**src/rtl/icache_pkg.sv**
```systemverilog
// Shared constants and fill-state encoding for the I-cache refill path.
// The cache controller's offset decoding uses the same line geometry.
package icache_pkg;

    typedef enum logic [1:0] {
        IDLE  = 2'd0,
        FETCH = 2'd1,
        HOLD  = 2'd2
    } fill_state_t;

    localparam int LINE_WORDS = 4;
    localparam int OFFSET_W   = 4;
    localparam int WORD_SEL_W = 2;

endpackage

```
**src/rtl/icache_line_fill.sv**
```systemverilog
// Memory-side line-fill responder: fetches a 16-byte line as four in-order
// 32-bit beats, assembles it, and returns it with a one-cycle mem_ready pulse.
module icache_line_fill
    import icache_pkg::*;
#(
    parameter int HOLD_CYCLES = 2,
    parameter int ADDR_W      = 32
) (
    input  logic              clk,
    input  logic              rst,
    input  logic              mem_r,
    input  logic [ADDR_W-1:0] mem_addr,
    output logic              mem_ready,
    output logic [127:0]      mem_data,
    output logic              ram_rd,
    output logic [ADDR_W-1:0] ram_addr,
    input  logic              ram_valid,
    input  logic [31:0]       ram_rdata
);

    localparam int         LINE_W    = ADDR_W - OFFSET_W;
    localparam logic [3:0] HOLD_INIT = 4'(HOLD_CYCLES - 1);

    fill_state_t           state, state_d;
    logic [LINE_W-1:0]     line, line_d;
    logic [WORD_SEL_W-1:0] beat, beat_d, beat_inc;
    logic [3:0]            hold, hold_d;
    logic [95:0]           staging, staging_d;
    logic [127:0]          mem_data_d;
    logic                  mem_ready_d;
    logic                  ram_rd_d;
    logic [ADDR_W-1:0]     ram_addr_d;

    // Byte offset within the line is irrelevant to a whole-line fill.
    logic addr_offset_unused;
    assign addr_offset_unused = ^mem_addr[OFFSET_W-1:0];

    assign beat_inc = beat + 2'd1;

    always_ff @(posedge clk) begin
        if (!rst) begin
            state     <= IDLE;
            line      <= '0;
            beat      <= '0;
            hold      <= '0;
            staging   <= '0;
            mem_data  <= '0;
            mem_ready <= 1'b0;
            ram_rd    <= 1'b0;
            ram_addr  <= '0;
        end else begin
            state     <= state_d;
            line      <= line_d;
            beat      <= beat_d;
            hold      <= hold_d;
            staging   <= staging_d;
            mem_data  <= mem_data_d;
            mem_ready <= mem_ready_d;
            ram_rd    <= ram_rd_d;
            ram_addr  <= ram_addr_d;
        end
    end

    always_comb begin
        state_d     = state;
        line_d      = line;
        beat_d      = beat;
        hold_d      = hold;
        staging_d   = staging;
        mem_data_d  = mem_data;
        mem_ready_d = 1'b0;
        ram_rd_d    = ram_rd;
        ram_addr_d  = ram_addr;

        case (state)
            IDLE: begin
                if (mem_r) begin
                    line_d     = mem_addr[ADDR_W-1:OFFSET_W];
                    beat_d     = '0;
                    ram_rd_d   = 1'b1;
                    ram_addr_d = {mem_addr[ADDR_W-1:OFFSET_W], {WORD_SEL_W{1'b0}}, 2'b00};
                    state_d    = FETCH;
                end
            end

            FETCH: begin
                if (ram_rd && ram_valid) begin
                    if (beat == 2'd3) begin
                        // Last beat bypasses staging so the line lands atomically.
                        mem_data_d  = {ram_rdata, staging};
                        mem_ready_d = 1'b1;
                        ram_rd_d    = 1'b0;
                        hold_d      = HOLD_INIT;
                        state_d     = HOLD;
                    end else begin
                        case (beat)
                            2'd0:    staging_d[31:0]  = ram_rdata;
                            2'd1:    staging_d[63:32] = ram_rdata;
                            2'd2:    staging_d[95:64] = ram_rdata;
                            default: staging_d        = staging;
                        endcase
                        beat_d     = beat_inc;
                        ram_addr_d = {line, beat_inc, 2'b00};
                    end
                end
            end

            HOLD: begin
                if (hold == 4'd0) begin
                    state_d = IDLE;
                end else begin
                    hold_d = hold - 4'd1;
                end
            end

            default: state_d = IDLE;
        endcase
    end

endmodule

```
**config.mk**
```make
export PLATFORM = sky130hd
export DESIGN_NAME = icache_line_fill
export DESIGN_NICKNAME = d
export VERILOG_FILES = /design/src/rtl/icache_pkg.sv /design/src/rtl/icache_line_fill.sv
export SDC_FILE = /design/constraint.sdc
export NUM_CORES = 1
export LEC_CHECK = 0
export ABC_AREA = 1
export CORE_ASPECT_RATIO = 1.5
export CORE_MARGIN = 2
export CORE_UTILIZATION = 46
export CTS_CLUSTER_DIAMETER = 60
export DETAILED_ROUTE_END_ITERATION = 8
export PLACE_DENSITY_LB_ADDON = 0.05
export SYNTH_ARGS = -nofsm -noshare
export SYNTH_HDL_FRONTEND = slang
export SYNTH_SLANG_ARGS = --single-unit
```
**constraint.sdc**
```tcl
create_clock -name clk -period 1.4 [get_ports clk]
set_input_delay 0.14 -clock clk [delete_from_list [all_inputs] [get_ports clk]]
set_output_delay 0.14 -clock clk [all_outputs]
set_load 0.01 [all_outputs]
```
==> flow_metrics.py, run 1 <==
metrics = {
    "status": {
        "status": "finished with violations",
        "violations": "setup timing",
    },
    "layout": {
        "n_fill_cell": 1877,
        "drive_above_1_share_pct": 21.29,
        "final_common_cell": "nor2_1",
        "fin_nets": 1735,
        "instances_no_fill": 1957,
        "stdcell_area_um2": 16180,
        "fin_util_pct": 70.69,
        "mostFrequentLayoutCells": "443 x nor2_1, 286 x dfxtp_1, 157 x dlygate4sd2_1, 112 x o21ai_1, 94 x o21ai_2",
        "insertedDiodeCount": 0,
        "syn2layout_area_growth_pct": 51.70,
    },
    "yosys": {
        "synth_top_family_by_area": "simple AND/OR/NAND/NOR gates",
        "yosys-mux-area-fraction_pct": 0,
        "yosysSeqAreaShare_pct": 54.43,
        "synthTopCellsByArea": "dfxtp_1 54%, nor2_1 18%, o21ai_0 9.3%",
        "synth_area_per_cell_um2": 7.684,
        "synth_top_area_share_pct": 54.43,
        "syn_area_um2": 10670,
        "synth_seq_cells": 290,
        "synth_compound_area_share_pct": 14.83,
        "synth_cell_type_count": 23,
        "synth_top_cell_by_area": "dfxtp_1",
        "synth-xor-area-share_pct": 0.08212,
        "synth-adder-area-share_pct": 0.8212,
        "syn_inst": 1388,
        "yosysWarnings": 0,
        "synth-simple-area-share_pct": 23.79,
    },
    "floorplanning": {
        "core_um2": 22890,
        "placementRows": 68,
        "die_height_um": 190.5,
        "die_area_um2": 24440,
        "die_x_um": 128.3,
        "io_pins": 230,
        "start_util_pct": 46.60,
    },
    "drt": {
        "drt_iter0_markers": 514,
        "totalWireLength_um": 34120,
        "num_vias": 10130,
        "avgViaCountPerCell": 5.178,
        "avgRoutedWirePerCell_um": 17.44,
        "first_pass_iters": 5,
        "postRouteAntennaNets": 0,
        "drc": 0,
    },
    "clock_tree": {
        "clk_latency_ns": 0.54,
        "tritoncts": "built",
        "numCtsBuffers": 28,
        "cts.sinks": 290,
        "h-tree-depth": 1,
        "clock_tree.root_cell": "clkbuf_16",
        "clk_pin_slew_worst_paths_ns": 0.06,
        "cts_buffer_depth": 3,
    },
    "timing": {
        "slew_viol_final": 0,
        "setup_violations": 254,
        "hold_slack_ns": 0.1579,
        "period_needed_ns": 1.531,
        "finalCritPeriodShare_pct": 109.3,
        "finalWorstSetupSlack_ns": -0.1306,
        "clock.fmax_mhz": 653.3,
        "clock_skew_ns": 0.007863,
        "rsz0062_at_grt": "true",
        "timing_hold_violations_final": 0,
    },
    "place": {
        "dp.cells": 1850,
        "pre_cts_slack_ns": -0.3129,
        "hpwl_um": 18780,
        "gp_congestion": 0.7782,
        "io_buffer_count": 223,
        "dpl_cell_area_um2": 13570,
    },
    "grt": {
        "grt_pass1_vias": 9479,
        "track_usage_pct": 24.71,
        "overflow": 0,
        "gr-usage-met3_pct": 4.938,
        "grt_pass1_wl_um": 48950,
        "grt_max_degree": 57,
        "grtUsageMet1_pct": 31.04,
        "antenna_found_initial": 0,
        "grt.met2_usage_pct": 42.21,
        "top_usage_layer": "met2",
    },
    "pwr": {
        "p_leak_nw": 7.504,
        "power_density_nw_per_um2": 1066,
        "vdd_drop_max_uv": 941.6,
    },
    "setup_path": {
        "slowest_stage": "dfxtp_4",
        "worstPathMaxFanout": 7,
        "critPathMaxStageDelay_ns": 0.36,
        "path_class": "reg -> reg",
        "critPathTopFamily": "simple AND/OR/NAND/NOR gates",
        "worstPathCellList": "ha_4, nor2_4, buf_6, nand3_4, buf_8, o21ai_1, nor2_1",
        "cp_data_required_time_ns": 1.82,
        "start_kind": "flip-flop",
        "critical_path_buf_inv_count": 2,
        "cp.arrival_ns": 1.96,
        "end_kind": "flip-flop",
    },
    "min_path": {
        "hold_class": "in -> reg",
    },
    "job": {
        "drv_cap": 0,
    },
}
-- final cells by class --
cell class / instances / area [um2] / share of cell area (%)
Sequential cell: 290 / 5816 / 35.94
Clock buffer: 42 / 813.3 / 5.027
Tap cell: 280 / 350.3 / 2.165
Clock inverter: 5 / 40.04 / 0.2475
Multi-Input combinational cell: 957 / 4937 / 30.52
Timing Repair Buffer: 338 / 3995 / 24.69
Inverter: 45 / 227.7 / 1.407
-- kinds of logic after synthesis --
logic type | after synthesis
simple gates | 630
xor+xnor | 1
flops | 290
buf+inv | 143
other cells | 1
fa+ha+maj | 7
compound gates | 316
-- final timing paths --
| check | cells past startpoint | end | from | slack, ns |
|---|---|---|---|---|
| worst max-delay path | 7 | staging[56] | beat[0] | -0.13 |
| worst min register to register | 2 | staging[41] | staging[41] | 0.47 |
| worst min-delay path | 3 | line[3] | mem_addr[7] | 0.16 |
| worst max register to register | 7 | staging[56] | beat[0] | -0.13 |
-- Yosys cell counts --
cell	count
a21oi_1	34
buf_2	41
buf_4	10
buf_6	2
clkbuf_1	45
clkinv_1	1
conb_1	1
dfxtp_1	290
ha_1	7
inv_1	36
inv_2	8
nand2_1	73
nand2_2	1
nand3_1	5
nand3_2	5
nand3b_1	29
nand4_1	1
nor2_1	513
nor2_2	2
nor2_8	1
o21ai_0	199
o21ai_1	83
xor2_1	1
-- routing by layer --
layer | share of wire [%] | wire, um
met5 | 0 | 0
met4 | 3.4 | 1166
met3 | 6.0 | 2032
met2 | 51 | 17270
met1 | 40 | 13650
-- through the flow --
step                      setup TNS, ns  total power, mW
after global routing             -31.41            17.82
after floorplan                       0            9.411
after CTS                        -9.640            17.09
after global placement           -53.53            10.04
after detailed placement         -54.07            10.05
final                            -15.18            17.25
-- state kept, by name (all words and copies together) (netlist names) --
| register | cells |
|---|---|
| line | 28 |
| hold | 4 |
| beat | 1 |
| ram_addr | 29 |
| staging | 96 |
| ram_rd | 1 |
| state | 2 |
| mem_ready | 1 |
| mem_data | 128 |
-- where the power goes --
part,switching (mW),internal (mW),total [mW]
registers,0.0934,8.45,8.54
clock network,3.14,3.99,7.13
logic,0.852,0.726,1.58
-- tightest hold or removal path: stages --
cell	delay, ns
clkdlybuf4s50_1	0.39
inv_1	0.06
a21oi_1	0.05
-- timing repair --
item | in CTS | in global routing
pin swaps | 19 | 67
buffers inserted | 11 | 17
hold endpoints to repair | 16 | 0
hold buffers | 1 | 0
setup endpoints to repair | 412 | 265
resized for setup | 277 | 281
cloned | 14 | 21
Note: power is estimated with default switching activity, not from simulation.
==> inputs of run 2 (changes only) <==
--- a/config.mk
+++ b/config.mk
@@ -11,6 +11,7 @@
 export CORE_UTILIZATION = 46
 export CTS_CLUSTER_DIAMETER = 60
 export DETAILED_ROUTE_END_ITERATION = 8
+export MAX_ROUTING_LAYER = met4
 export PLACE_DENSITY_LB_ADDON = 0.05
 export SYNTH_ARGS = -nofsm -noshare
 export SYNTH_HDL_FRONTEND = slang
==> flow_metrics.py, run 2 (synthesis gave the netlist of run 1 again) <==
metrics = {
    "status": {
        "status": "finished with violations",
        "violations": "setup timing",
    },
    "drt": {
        "num_vias": 10240,
        "drt_iter0_markers": 481,
        "drc": 0,
        "avgViaCountPerCell": 5.226,
        "avgRoutedWirePerCell_um": 17.67,
        "top_layer_used": "met4",
        "dr_wl_met2_um": 17840,
        "wl_met3_um": 1905,
        "totalWireLength_um": 34610,
        "wl_met1_um": 13730,
        "first_pass_iters": 5,
        "postRouteAntennaNets": 0,
    },
    "setup_path": {
        "worstPathCellList": "ha_4, nor2_4, buf_6, nand3_4, clkbuf_16, o21ai_0, nor2_1",
        "cp.arrival_ns": 1.98,
        "critPathTopFamily": "simple AND/OR/NAND/NOR gates",
        "critPathMaxStageDelay_ns": 0.36,
        "worstPathMaxFanout": 7,
        "end_kind": "flip-flop",
        "timing.rr.end": "staging[54]",
        "critical_path_buf_inv_count": 2,
        "reg2reg_from": "beat[0]",
        "start_kind": "flip-flop",
        "cp_data_required_time_ns": 1.82,
        "path_class": "reg -> reg",
        "slowest_stage": "dfxtp_4",
        "reg2reg_depth": 7,
        "r2r_slack_ns": -0.16,
    },
    "layout": {
        "largest_reg_flops": 128,
        "seq_area_um2": 5816,
        "fin_nets": 1737,
        "mostFrequentLayoutCells": "405 x nor2_1, 286 x dfxtp_1, 157 x dlygate4sd2_1, 120 x o21ai_2, 102 x o21ai_1",
        "stdcell_area_um2": 16580,
        "regMostFlops": "mem_data",
        "fin_util_pct": 72.45,
        "syn2layout_area_growth_pct": 55.47,
        "multi_input_area_um2": 5280,
        "insertedDiodeCount": 0,
        "final_common_cell": "nor2_1",
        "n_fill_cell": 1840,
        "top_regs": "mem_data (128), staging (96), ram_addr (29)",
        "drive_above_1_share_pct": 25.37,
    },
    "clock_tree": {
        "cts.sinks": 290,
        "cts_buffer_depth": 3,
        "clk_latency_ns": 0.54,
        "h-tree-depth": 1,
        "numCtsBuffers": 28,
        "clk_pin_slew_worst_paths_ns": 0.06,
        "clock_tree.root_cell": "clkbuf_16",
        "tritoncts": "built",
    },
    "min_path": {
        "whs_endpoint": "line[3]",
        "hold_class": "in -> reg",
        "min_from": "mem_addr[7]",
        "holdPathStages": 3,
    },
    "timing": {
        "period_needed_ns": 1.560,
        "finalCritPeriodShare_pct": 111.4,
        "clock_skew_ns": 0.01241,
        "slew_viol_final": 0,
        "timing_hold_violations_final": 0,
        "setup_violations": 254,
        "hold_slack_ns": 0.1579,
        "finalWorstSetupSlack_ns": -0.1595,
        "clock.fmax_mhz": 641.2,
        "rsz0062_at_grt": "true",
    },
    "floorplanning": {
        "placementRows": 68,
        "die_x_um": 128.3,
        "io_pins": 230,
        "die_area_um2": 24440,
        "die_height_um": 190.5,
        "start_util_pct": 46.60,
        "core_um2": 22890,
    },
    "pwr": {
        "p_leak_nw": 7.550,
        "power_mw": 17.41,
        "power_density_nw_per_um2": 1050,
        "vdd_drop_max_uv": 937.4,
    },
    "place": {
        "io_buffer_count": 223,
        "hpwl_um": 18780,
        "gp_congestion": 0.7918,
        "dpl_cell_area_um2": 13570,
    },
    "grt": {
        "grt_pass1_vias": 9451,
        "grt_pass1_wl_um": 48940,
        "grt_max_degree": 57,
        "antenna_found_initial": 0,
        "track_usage_pct": 25.45,
        "overflow": 0,
    },
    "job": {
        "drv_cap": 0,
    },
}
[run 2: cell types whose count changed in the layout (fill, tap and decap cells not counted), moves of 3 or more]
| cell | previous run | this run |
|---|---|---|
| buf_4 | 26 | 23 |
| nor2_1 | 443 | 405 |
| o21ai_0 | 72 | 54 |
| nor2_2 | 65 | 83 |
| nor2_4 | 7 | 27 |
| o21ai_2 | 94 | 120 |
| o21ai_1 | 112 | 102 |
| buf_8 | 5 | 9 |
[run 2: power breakdown]
group | internal [mW] | switching, mW | leakage, nW
Sequential | 8.45 | 0.0955 | 2.35
Combinational | 0.793 | 0.943 | 4.78
Clock | 3.99 | 3.14 | 0.420
[run 2: timing repair]
action / CTS / global route
endpoints found under the setup margin: 412 / 265
resized for setup: 277 / 399
pin swaps: 19 / 87
endpoints found under the hold margin: 16 / 0
hold buffers: 1 / 0
gates cloned: 14 / 23
setup buffers: 11 / 18
[run 2: how the worst max path moves through the flow]
stage                      startpoint             to  slack (ns)  cells after the start
final                         beat[0]    staging[54]       -0.16                      7
after global placement      ram_valid    staging[88]       -0.29                      9
after floorplan           ram_addr[3]  mem_data[108]       0.002                      8
after detailed placement    ram_valid    staging[89]       -0.31                      9
after global routing          beat[0]    staging[53]       -0.21                      8
after CTS                     beat[0]  mem_data[107]       -0.12                      8
[run 2: worst register-to-register path, delay by kind of cell, from the launching register on]
family                     cells  cell delay (ns)
and+or+nand+nor                3             0.38
buffers and inverters          2             0.37
DFF                            1             0.36
adders and majority gates      1             0.18
AOI/OAI and AO/OA              1             0.15
[run 2: final cells by class]
cell class                 count  share of cell area [%]
multi-input combinational    957                   31.84
timing repair buffer         340                   24.45
clock inverter                 5                  0.2415
inverter                      45                   1.373
tap                          280                   2.113
sequential                   290                   35.07
clock buffer                  42                   4.905
[run 2: through the flow]
stage,cells,TNS (ns),worst slack [ns]
floorplan,1389,0,0.001695
global placement,1850,-53.53,-0.2930
detailed placement,1850,-54.07,-0.3129
CTS,1922,-9.640,-0.1155
global route,1959,-33.39,-0.2144
finish,1959,-18.44,-0.1595
[run 2: per-layer routing]
layer	up-vias	track usage, %
met1	4856	31.32
met3	86	4.686
met2	288	42.12
li1	5007	-
met5	-	-
met4	0	8.326
==> inputs of run 3 (changes only) <==
--- a/config.mk
+++ b/config.mk
@@ -5,7 +5,7 @@
 export SDC_FILE = /design/constraint.sdc
 export NUM_CORES = 1
 export LEC_CHECK = 0
-export ABC_AREA = 1
+export ABC_AREA = 0
 export CORE_ASPECT_RATIO = 1.5
 export CORE_MARGIN = 2
 export CORE_UTILIZATION = 46
==> flow_metrics.py, run 3 <==
metrics = {
    "drt": {
        "avgViaCountPerCell": 5.161,
        "postRouteAntennaNets": 0,
        "avgRoutedWirePerCell_um": 17.39,
        "drt_iter0_markers": 470,
        "drc": 0,
        "totalWireLength_um": 31170,
        "first_pass_iters": 5,
        "num_vias": 9254,
    },
    "min_path": {
        "hold_class": "in -> reg",
        "min_from": "mem_addr[26]",
    },
    "grt": {
        "grt_pass1_wl_um": 45420,
        "overflow": 0,
        "track_usage_pct": 23.48,
        "antenna_found_initial": 0,
        "grt_max_degree": 69,
        "grt_pass1_vias": 8810,
    },
    "timing": {
        "timing_hold_violations_final": 0,
        "hold_slack_ns": 0.1816,
        "clock_skew_ns": 0.009177,
        "period_needed_ns": 1.730,
        "slew_viol_final": 0,
        "clock.fmax_mhz": 578.0,
        "rsz0062_at_grt": "true",
        "finalCritPeriodShare_pct": 123.6,
        "finalWorstSetupSlack_ns": -0.3302,
        "setup_violations": 236,
    },
    "setup_path": {
        "path_class": "reg -> reg",
        "start_kind": "flip-flop",
        "cp_data_required_time_ns": 1.84,
        "startpoint": "beat[0]",
        "cp.arrival_ns": 2.17,
        "worstPathMaxFanout": 12,
        "reg2reg_from": "beat[0]",
        "end_kind": "flip-flop",
    },
    "yosys": {
        "synth_seq_cells": 290,
        "synth_top_cell_by_area": "dfxtp_1",
        "yosysMostFrequentCell": "nand2_1",
        "syn_area_um2": 10730,
        "synth_area_per_cell_um2": 8.596,
        "synth-main-ff-cell": "dfxtp_1",
        "synth_edf_count": 0,
        "synth_cell_type_count": 32,
        "async_flop_share_pct": 0,
        "synthTopCellsByArea": "dfxtp_1 54%, nand2_1 18%, mux2i_1 9.0%",
        "yosysSeqAreaShare_pct": 54.12,
        "synth_top_area_share_pct": 54.12,
        "ys_top_cells_by_count": "503 x nand2_1, 290 x dfxtp_1, 121 x a21oi_1, 96 x mux2i_1, 43 x clkbuf_1",
        "yosysWarnings": 0,
        "syn_inst": 1248,
    },
    "pwr": {
        "combinationalPowerShare_pct": 7.9,
        "p_sw_share_pct": 22.87,
        "p_clk_share_pct": 42.8,
        "vdd_drop_max_uv": 870.1,
        "p_int_mw": 13.36,
        "power_frac_seq_pct": 49.2,
        "p_leak_nw": 6.270,
        "power_density_nw_per_um2": 1114,
        "switching_power_mw": 3.960,
    },
    "clock_tree": {
        "h-tree-depth": 1,
        "clk_pin_slew_worst_paths_ns": 0.07,
        "tritoncts": "built",
        "clk_latency_ns": 0.53,
        "clock_tree.root_cell": "clkbuf_16",
        "numCtsBuffers": 27,
        "cts_buffer_depth": 3,
        "cts.sinks": 290,
    },
    "place": {
        "gp_congestion": 0.7825,
        "dpl_cell_area_um2": 13480,
        "io_buffer_count": 223,
        "dp.cells": 1701,
        "hpwl_um": 17520,
        "pre_cts_slack_ns": -0.4443,
    },
    "layout": {
        "stdcell_area_um2": 15550,
        "multi_input_area_um2": 4986,
        "regMostFlops": "mem_data",
        "final_common_cell": "nand2_1",
        "instances_no_fill": 1793,
        "top_regs": "mem_data (128), staging (96), ram_addr (29)",
        "syn2layout_area_growth_pct": 44.92,
        "largest_reg_flops": 128,
        "seq_area_um2": 5816,
        "mostFrequentLayoutCells": "449 x nand2_1, 284 x dfxtp_1, 157 x dlygate4sd2_1, 96 x mux2i_1, 87 x a21oi_1",
        "fin_nets": 1569,
        "insertedDiodeCount": 0,
        "n_fill_cell": 1925,
        "drive_above_1_share_pct": 16.92,
    },
    "floorplanning": {
        "die_area_um2": 24580,
        "start_util_pct": 46.70,
        "io_pins": 230,
        "die_x_um": 128.7,
        "core_um2": 22970,
        "die_height_um": 191.0,
        "placementRows": 68,
    },
    "status": {
        "status": "finished with violations",
        "violations": "setup timing",
    },
    "job": {
        "drv_cap": 0,
    },
}
[run 3: changes by cell type in the layout (fill, tap and decap cells not counted), moves of 33 or more]
cell and delta:
nand2_1 +378, nor2_1 -376, o21ai_2 -120, o21ai_1 -102, mux2i_1 +96, nor2_2 -81
a21oi_1 +54, o21ai_0 -53, nand2_4 +35, a21oi_2 +33
[run 3: cells by family (layout without fill, tap and decap cells)]
group | Yosys count | in the layout | share of synthesized area [%]
AOI/OAI and AO/OA | 195 | 195 | 11.16
adders and majority gates | 7 | 7 | 0.8164
buffers and inverters | 102 | 364 | 4.817
DFF | 290 | 290 | 54.12
muxes | 96 | 96 | 8.957
other | 1 | 2 | 0.03496
and+or+nand+nor | 557 | 559 | 20.10
[run 3: power groups by stage]
stage          Sequential [mW]  Clock, mW  Combinational (mW)
2_1_floorplan             8.73          0               0.587
3_3_place_gp              8.71          0                1.24
3_5_place_dp              8.71          0                1.25
4_1_cts                   8.52       7.54                1.30
5_1_grt                   8.54       7.88                1.48
6_report                  8.53       7.41                1.38
[run 3: metrics by stage]
stage,utilization [%],power (mW),TNS (ns)
6_report,67.67,17.32,-39.30
5_1_grt,67.67,17.91,-56.93
4_1_cts,63.20,17.36,-43.85
3_5_place_dp,58.70,9.958,-86.06
3_3_place_gp,58.70,9.949,-76.80
2_1_floorplan,-,9.317,-22.99
[run 3: critical path: stages, from the launching register on]
cell and delay, ns:
dfxtp_4 0.35, ha_4 0.15, nand4b_1 0.22, a21oi_4 0.24
and3_4 0.28, buf_12 0.17, mux2i_1 0.23
[run 3: cell type report]
cell class,count,share of cell area [%]
multi-input combinational,859,32.07
clock buffer,33,4.748
sequential,290,37.41
tap,280,2.254
clock inverter,15,0.9658
timing repair buffer,311,22.41
inverter,5,0.1368
[run 3: routing by layer]
layer / vias to the layer above / global-route usage, % / wire, um / share of wire, %
met1: 4433 / 27.78 / 13000 / 42
met4: 0 / 4.431 / 373 / 1.2
met2: 225 / 42.19 / 16320 / 52
li1: 4570 / - / - / -
met3: 26 / 3.722 / 1482 / 4.8
met5: - / - / 0 / 0
[run 3: worst paths after layout]
kind             endpoint  slack [ns]  cells past startpoint
max           staging[83]       -0.33                      6
min              line[22]        0.18                      3
max reg2reg   staging[83]       -0.33                      6
min reg2reg  mem_data[85]        0.45                      2
[run 3: what timing repair did]
action | in CTS | in global routing
setup buffers | 8 | 11
pin swaps | 8 | 85
setup endpoints to repair | 323 | 292
hold buffers | 1 | 0
hold endpoints to repair | 5 | 0
gates resized for setup | 184 | 169
gates cloned | 7 | 21
